--- config.mk ---
export PLATFORM = sky130hd
export DESIGN_NAME = regfile_bank_flat
export DESIGN_NICKNAME = d
export VERILOG_FILES = /design/src/rtl/regfile_bank_if.sv /design/src/rtl/regfile_bank.sv /design/src/flat_wrapper.sv
export SDC_FILE = /design/constraint.sdc
export NUM_CORES = 2
export LEC_CHECK = 0
export BUFFER_PORTS_ARGS = -buffer_cell sky130_fd_sc_hd__buf_2
export CAP_MARGIN = 20
export CORE_ASPECT_RATIO = 0.75
export CORE_MARGIN = 3
export CORE_UTILIZATION = 30
export DETAILED_ROUTE_END_ITERATION = 7
export PLACE_DENSITY = 0.42
export SETUP_SLACK_MARGIN = 0.15
export SLEW_MARGIN = 0
export SYNTH_ARGS = -nofsm -noshare
export SYNTH_HDL_FRONTEND = slang
export SYNTH_SLANG_ARGS = --single-unit
export TNS_END_PERCENT = 30
--- constraint.sdc ---
create_clock -name clk -period 2.9 [get_ports clk]
set_input_delay 0.29 -clock clk [delete_from_list [all_inputs] [get_ports clk]]
set_output_delay 0.29 -clock clk [all_outputs]
set_load 0.05 [all_outputs]
--- src/rtl/regfile_bank_if.sv ---
// rtl/regfile_bank_if.sv - write/read/clear bus bundle for the register bank
interface regfile_bank_if #(
   parameter int WIDTH = 32,
   parameter int DEPTH = 16,
   parameter int AW    = $clog2(DEPTH)
);
   logic             we;
   logic [AW-1:0]    waddr;
   logic [WIDTH-1:0] wdata;
   logic [WIDTH/8-1:0] wbe;
   logic [AW-1:0]    raddr0;
   logic [AW-1:0]    raddr1;
   logic [WIDTH-1:0] rdata0;
   logic [WIDTH-1:0] rdata1;
   logic             clr;
   logic             busy;
   logic             wr_drop;

   modport master (
      output we, waddr, wdata, wbe, raddr0, raddr1, clr,
      input  rdata0, rdata1, busy, wr_drop
   );

   modport slave (
      input  we, waddr, wdata, wbe, raddr0, raddr1, clr,
      output rdata0, rdata1, busy, wr_drop
   );
endinterface

--- src/rtl/regfile_bank.sv ---
// rtl/regfile_bank.sv - byte-enabled register bank with bypass, zero entry and clear sweep
module regfile_bank #(
   parameter int WIDTH    = 32,
   parameter int DEPTH    = 16,
   parameter int BYPASS   = 1,
   parameter int ZERO_REG = 0
) (
   input  logic          clk,
   input  logic          rst_n,
   regfile_bank_if.slave bus
);
   localparam int AW = $clog2(DEPTH);
   localparam int NB = WIDTH / 8;

   typedef enum logic {
      IDLE  = 1'b0,
      CLEAR = 1'b1
   } state_t;

   state_t           state_q, state_d;
   logic [AW-1:0]    ptr_q, ptr_d;
   logic             drop_q, drop_d;
   logic [WIDTH-1:0] mem_q [DEPTH];
   logic [WIDTH-1:0] mem_d [DEPTH];
   logic [WIDTH-1:0] merged_word;
   logic             write_hits_zero;
   logic             bypass_on;

   function automatic logic [WIDTH-1:0] byte_merge(
      input logic [WIDTH-1:0] old_w,
      input logic [WIDTH-1:0] new_w,
      input logic [NB-1:0]    be
   );
      byte_merge = old_w;
      for (int i = 0; i < NB; i++) begin
         if (be[i]) byte_merge[8*i +: 8] = new_w[8*i +: 8];
      end
   endfunction

   // Word that a write in this cycle would leave behind; shared by the write and bypass paths
   always_comb begin
      merged_word     = byte_merge(mem_q[bus.waddr], bus.wdata, bus.wbe);
      write_hits_zero = (ZERO_REG != 0) && (bus.waddr == '0);
      bypass_on       = (BYPASS != 0) && (state_q == IDLE) && bus.we;
   end

   // Next-state: accept writes and start sweeps in IDLE, zero one entry per cycle in CLEAR
   always_comb begin
      state_d = state_q;
      ptr_d   = ptr_q;
      drop_d  = 1'b0;
      mem_d   = mem_q;
      case (state_q)
         IDLE: begin
            if (bus.we && !write_hits_zero) mem_d[bus.waddr] = merged_word;
            if (bus.clr) begin
               state_d = CLEAR;
               ptr_d   = '0;
            end
         end
         CLEAR: begin
            mem_d[ptr_q] = '0;
            ptr_d        = ptr_q + 1'b1;
            drop_d       = bus.we;
            if (ptr_q == AW'(DEPTH - 1)) state_d = IDLE;
         end
         default: state_d = IDLE;
      endcase
   end

   // State registers; reset clears the whole array without waiting for a clock
   always_ff @(posedge clk or negedge rst_n) begin
      if (!rst_n) begin
         state_q <= IDLE;
         ptr_q   <= '0;
         drop_q  <= 1'b0;
         for (int i = 0; i < DEPTH; i++) mem_q[i] <= '0;
      end else begin
         state_q <= state_d;
         ptr_q   <= ptr_d;
         drop_q  <= drop_d;
         mem_q   <= mem_d;
      end
   end

   // Read ports: zero entry overrides bypass, bypass overrides stored contents
   always_comb begin
      if ((ZERO_REG != 0) && (bus.raddr0 == '0))       bus.rdata0 = '0;
      else if (bypass_on && (bus.raddr0 == bus.waddr)) bus.rdata0 = merged_word;
      else                                             bus.rdata0 = mem_q[bus.raddr0];

      if ((ZERO_REG != 0) && (bus.raddr1 == '0))       bus.rdata1 = '0;
      else if (bypass_on && (bus.raddr1 == bus.waddr)) bus.rdata1 = merged_word;
      else                                             bus.rdata1 = mem_q[bus.raddr1];
   end

   // Status outputs come straight from flops
   always_comb begin
      bus.busy    = (state_q == CLEAR);
      bus.wr_drop = drop_q;
   end
endmodule
--- src/flat_wrapper.sv ---
// flat-port wrapper written by rule: the top's interface ports become plain ports
module regfile_bank_flat 
#(
   parameter int WIDTH    = 32,
   parameter int DEPTH    = 16,
   parameter int BYPASS   = 1,
   parameter int ZERO_REG = 0
)
  (clk, rst_n, bus_we, bus_waddr, bus_wdata, bus_wbe, bus_raddr0, bus_raddr1, bus_clr, bus_rdata0, bus_rdata1, bus_busy, bus_wr_drop);
  regfile_bank_if #(.WIDTH(WIDTH), .DEPTH(DEPTH)) bus_i ();
  input  logic clk;
  input  logic rst_n;
  input wire logic [$bits(bus_i.we)-1:0] bus_we;
  input wire logic [$bits(bus_i.waddr)-1:0] bus_waddr;
  input wire logic [$bits(bus_i.wdata)-1:0] bus_wdata;
  input wire logic [$bits(bus_i.wbe)-1:0] bus_wbe;
  input wire logic [$bits(bus_i.raddr0)-1:0] bus_raddr0;
  input wire logic [$bits(bus_i.raddr1)-1:0] bus_raddr1;
  input wire logic [$bits(bus_i.clr)-1:0] bus_clr;
  output wire logic [$bits(bus_i.rdata0)-1:0] bus_rdata0;
  output wire logic [$bits(bus_i.rdata1)-1:0] bus_rdata1;
  output wire logic [$bits(bus_i.busy)-1:0] bus_busy;
  output wire logic [$bits(bus_i.wr_drop)-1:0] bus_wr_drop;
  assign bus_i.we = bus_we;
  assign bus_i.waddr = bus_waddr;
  assign bus_i.wdata = bus_wdata;
  assign bus_i.wbe = bus_wbe;
  assign bus_i.raddr0 = bus_raddr0;
  assign bus_i.raddr1 = bus_raddr1;
  assign bus_i.clr = bus_clr;
  assign bus_rdata0 = bus_i.rdata0;
  assign bus_rdata1 = bus_i.rdata1;
  assign bus_busy = bus_i.busy;
  assign bus_wr_drop = bus_i.wr_drop;
  regfile_bank #(.WIDTH(WIDTH), .DEPTH(DEPTH), .BYPASS(BYPASS), .ZERO_REG(ZERO_REG)) u_core (.clk(clk), .rst_n(rst_n), .bus(bus_i));
endmodule
# Word level (Yosys, flattened, before mapping)
# Index checks and enable logic that the tools add are counted.
# totals
reg_bits,518
input_bits,52
output_inout_bits,66
elab_cells,71
# op_classes
addsub,1
order_cmp,6
n_eq_ne,5
muxes,28
bitwise_logic,7
n_reduce_logical,5
# op_table
op,n
$pmux 512 s2,1
$and 512x512->512,1
$bwmux 512,1
$mux 512,1
$not 512->512,1
$bmux 32 s4,3
$mux 32,10
$demux 32 s4,2
$mux 8,4
$ge 5x5->1 const B,4
$not 4->5,4
$lt 5x1->1 const B,2
$eq 4x4->1,2
$pmux 4 s2,1
$logic_and 1x1->1,5
$add 4x1->4 const B,1
$eq 4x4->1 const B,1
$mux 4,1
$ne 2x2->1 const B,2
$mux 1,3
$pmux 1 s2,1
$not 1->1,1

# Depth between registers and ports, before layout
# depth
word_depth,8
mapped_depth,8
mapped_depth_nobuf,4

# Worst setup path before layout
# OpenSTA, ideal clock, no wires.
# synth_path
path_type,input to output
start,in bus_raddr0[0]
end,out bus_rdata0[10]
t_arrival_ns,2.222
required_ns,2.610
slack_ns,0.388
path_stages,6
path_buffers,2
path_cell_list,clkbuf_1 > clkbuf_1 > mux4_2 > a22oi_1 > nand2_1 > mux2_1
# synth_via
elab_chain_cells,5
elab_cells_between_ends,7
cone_classes,eq/ne: 1; mux: 4; bitwise: 1; reduce/logical: 1
# synth_rtl
element,line_no,rtl
start: declaration,flat_wrapper.sv:17,input wire logic [$bits(bus_i.raddr0)-1:0] bus_raddr0;
$not 4->5 (implied by the code),regfile_bank.sv:90,else bus.rdata0 = mem_q[bus.raddr0];
$bmux 32 s4,regfile_bank.sv:90,
$mux 32 (implied by the code) (2 in series),regfile_bank.sv:90,
$mux 32 *,regfile_bank.sv:89,else if (bypass_on && (bus.raddr0 == bus.waddr)) bus.rdata0 = merged_word;
end: declaration,flat_wrapper.sv:20,output wire logic [$bits(bus_i.rdata0)-1:0] bus_rdata0;
# Every way passes the cells marked *; elsewhere a longest branch is shown, timed or not. The select of a mux whose other input is x is not followed.

# Final worst setup path
# layout_path
start,reg u_core.mem_q[394] in the netlist's numbering
end,out bus_rdata1[10]
# layout_via
elab_chain_cells,5
elab_cells_between_ends,8
cone_classes,mux: 8
# layout_rtl
element,line_no,rtl
start: declaration,regfile_bank.sv:23,logic [WIDTH-1:0] mem_q [DEPTH];
start signal: assignment,regfile_bank.sv:82,mem_q <= mem_d;
$bmux 32 s4,regfile_bank.sv:42,"merged_word = byte_merge(mem_q[bus.waddr], bus.wdata, bus.wbe);"
$mux 32 (implied by the code) (2 in series),regfile_bank.sv:42,
$mux 8,regfile_bank.sv:36,if (be[i]) byte_merge[8*i +: 8] = new_w[8*i +: 8];
$mux 32 *,regfile_bank.sv:93,else if (bypass_on && (bus.raddr1 == bus.waddr)) bus.rdata1 = merged_word;
end: declaration,flat_wrapper.sv:21,output wire logic [$bits(bus_i.rdata1)-1:0] bus_rdata1;
# Marks and branches as above.

==> metrics.yaml <==
tightestPinTransition_ns: 1.10
grt_pass1_wl_um: 203000
ys_seq_area_frac: 0.411
postSynthNetCount: 2299
synth-compound-area-share: 0.217
power.switching_uw: 8880
period_minus_slack_ns: 2.83
maxSlewViolCount: 0
p_int_uw: 16300
vias: 25200
io_pins: 118
die_w_um: 380
cts_buffer_depth: 3
dp.cells: 3687
reg2reg_setup_slack_ns: 0.46
comb_power_share: 0.304
tns_ns: 0
placed_cell_area_um2: 35800
status: "completed"
clkTransAtPathRegs_ns: 0.07
pwr-share-clk: 0.329
ys.flop_type: "dfrtp_1"
drtAntennaViolNets: 0
rsz0062_at_grt: "true"
timing.final.crit_share: 0.977
wl_per_cell_um: 36.9
crit_fanout: 4
holdCritPathClass: "input port to register"
max-cap-violations: 0
drt_iter0_markers: 2818
coreArea_um2: 104000
gp_congestion: 0.804
switching_share: 0.353
drive_gt1_frac: 0.422
fp.dieH_um: 287
drt_pass1_iterations: 5
numCtsBuffers: 61
avgSynthCellArea_um2: 14.0
finClkSkew_ns: 0.0333
cp-end-kind: "output port"
required_ns: 2.61
drt-total-wl_um: 142000
syn_area_um2: 31500
worst_ir_drop_vdd_uv: 487
setup_viol: 0
htreeDepth: 2
criticalPathCategory: "register to output port"
overflow: 0
synth_top_family_by_area: "multiplexers"
power_leakage_uw: 0.0166
p_seq_frac: 0.368
routed_via_density: 6.57
grt_max_degree: 116
critPathTopFamily: "multiplexers"
max_freq_mhz: 353
syn_inst: 2243
synthMuxAreaShare: 0.297
cp.arrival_ns: 2.54
clk-insertion-delay-late_ns: 0.67
rr_worst_depth: 4
antenna_found_initial: 5
yosysWarnings: 0
initial_core_util: 0.304
r2r_end: "u_core.mem_q[224]"
grt_pass1_vias: 26000
design_area_um2: 38700
layout_commonest_cell: "dfrtp_1"
finalNonFillerCells: 3842
mostFrequentLayoutCells: "518 x dfrtp_1, 512 x a22o_1, 352 x mux4_2, 179 x buf_4, 116 x a22oi_1"
io_buffer_count: 117
hold_viol_final: 0
synth-xor-area-share: 0.00278
grt_use_total: 0.256
cp-endpoint: "bus_rdata1[10]"
dp_hpwl_um: 83600
cts.sinks: 518
yosys.area_share.simple: 0.0225
post-route-drc-count: 0
row_count: 102
cp_slowest_cell: "mux4_2"
slew_headroom: 0.262
cts_tree: "built"
synth_edf_count: 0
cts-root-buf: "clkbuf_16"
crit_start: "u_core.mem_q[394]"
power.density_nw_per_um2: 649
startpoint_type: "register"
area_growth_pct: 22.9
ys_ff_latch: 518
crit_buf_inv: 1
crit_cells: 5
r2r_start: "u_core.bus.busy"
path_cells: "mux4_2, a22oi_2, a32oi_2, mux2_4, buf_6"
die_area_um2: 109000
max_stage_delay_ns: 0.49
synthAdderAreaFrac: 0.00159
finalNetCount: 2441
synth-async-reset-ratio: 1.00
ys_types: 39
## kinds of logic after synthesis
logic type | after synthesis
compound gates | 757
flops | 518
mux | 480
buf+inv | 318
simple gates | 156
xor+xnor | 10
fa+ha+maj | 4
## cell usage after synthesis (4+ instances only)
cell type / n / area (um^2)
a21oi_1: 17 / 85.1
a221oi_1: 19 / 166
a221oi_2: 13 / 195
a22o_1: 512 / 4480
a22oi_1: 131 / 983
a22oi_2: 29 / 363
a32oi_2: 32 / 521
and2_1: 4 / 25.0
and3b_1: 4 / 35.0
buf_1: 17 / 63.8
buf_2: 73 / 365
buf_6: 27 / 304
clkbuf_1: 163 / 612
dfrtp_1: 518 / 13000
ha_1: 4 / 50.1
inv_1: 34 / 128
mux2_1: 108 / 1220
mux2_2: 20 / 225
mux4_2: 352 / 7930
nand2_1: 101 / 379
nand2b_1: 4 / 25.0
nor2_1: 17 / 63.8
nor2b_1: 7 / 43.8
nor3_1: 6 / 30.0
xor2_1: 7 / 61.3
## routing by layer
layer	up-vias	GRT usage	wire length, um
li1	9629	-	-
met5	-	0	0
met4	0	0.0914	5660
met1	13600	0.350	59200
met2	1619	0.390	63200
met3	366	0.0693	13800
## power groups by stage
stage / combinational (uW) / sequential (uW) / clock (uW)
detailed placement: 7310 / 9290 / 0
CTS: 7500 / 9180 / 8430
global placement: 7270 / 9250 / 0
finish: 7630 / 9250 / 8260
floorplan: 4200 / 8960 / 0
global route: 7930 / 9360 / 8680
## area by class of cell
type	instances	area (um^2)
antenna	1	2.50
inverter	34	128
fill	9732	65000
tap	1404	1760
multi-input combinational	1407	17800
sequential	518	13000
clock buffer	94	1800
clock inverter	21	305
timing repair buffer	363	3970
## worst min path at each step
stage,start,endpoint,depth (start not counted)
floorplan,rst_n,u_core.bus.busy,0
finish,bus_we,u_core.bus.wr_drop,2
detailed placement,rst_n,u_core.mem_q[416],1
CTS,bus_we,u_core.bus.wr_drop,2
global route,bus_we,u_core.bus.wr_drop,2
global placement,rst_n,u_core.bus.wr_drop,1
## what timing repair did
action,in CTS,in global routing
setup buffers,19,18
endpoints found under the hold margin,165,0
hold buffers,2,0
setup endpoints to repair,64,64
resized for setup,98,43
pin swaps,32,19
gates cloned,0,0
## per-stage QoR
stage	total power (uW)	hold slack, ns	worst slack, ns	utilization
after global routing	26000	0.0475	0.00543	0.373
after detailed placement	16600	0.232	0.0674	0.345
after CTS	25100	0.0216	0.0620	0.371
final	25200	0.0653	0.0671	0.373
after global placement	16500	0.215	0.0525	0.345
after floorplan	13200	-0.00559	0.388	-
## flip-flops by register name, indices dropped and copies added (netlist names)
name                flops
u_core.mem_q          512
u_core.ptr_q            4
u_core.bus.busy         1
u_core.bus.wr_drop      1
No activity file was read; power rests on OpenSTA's default activity.
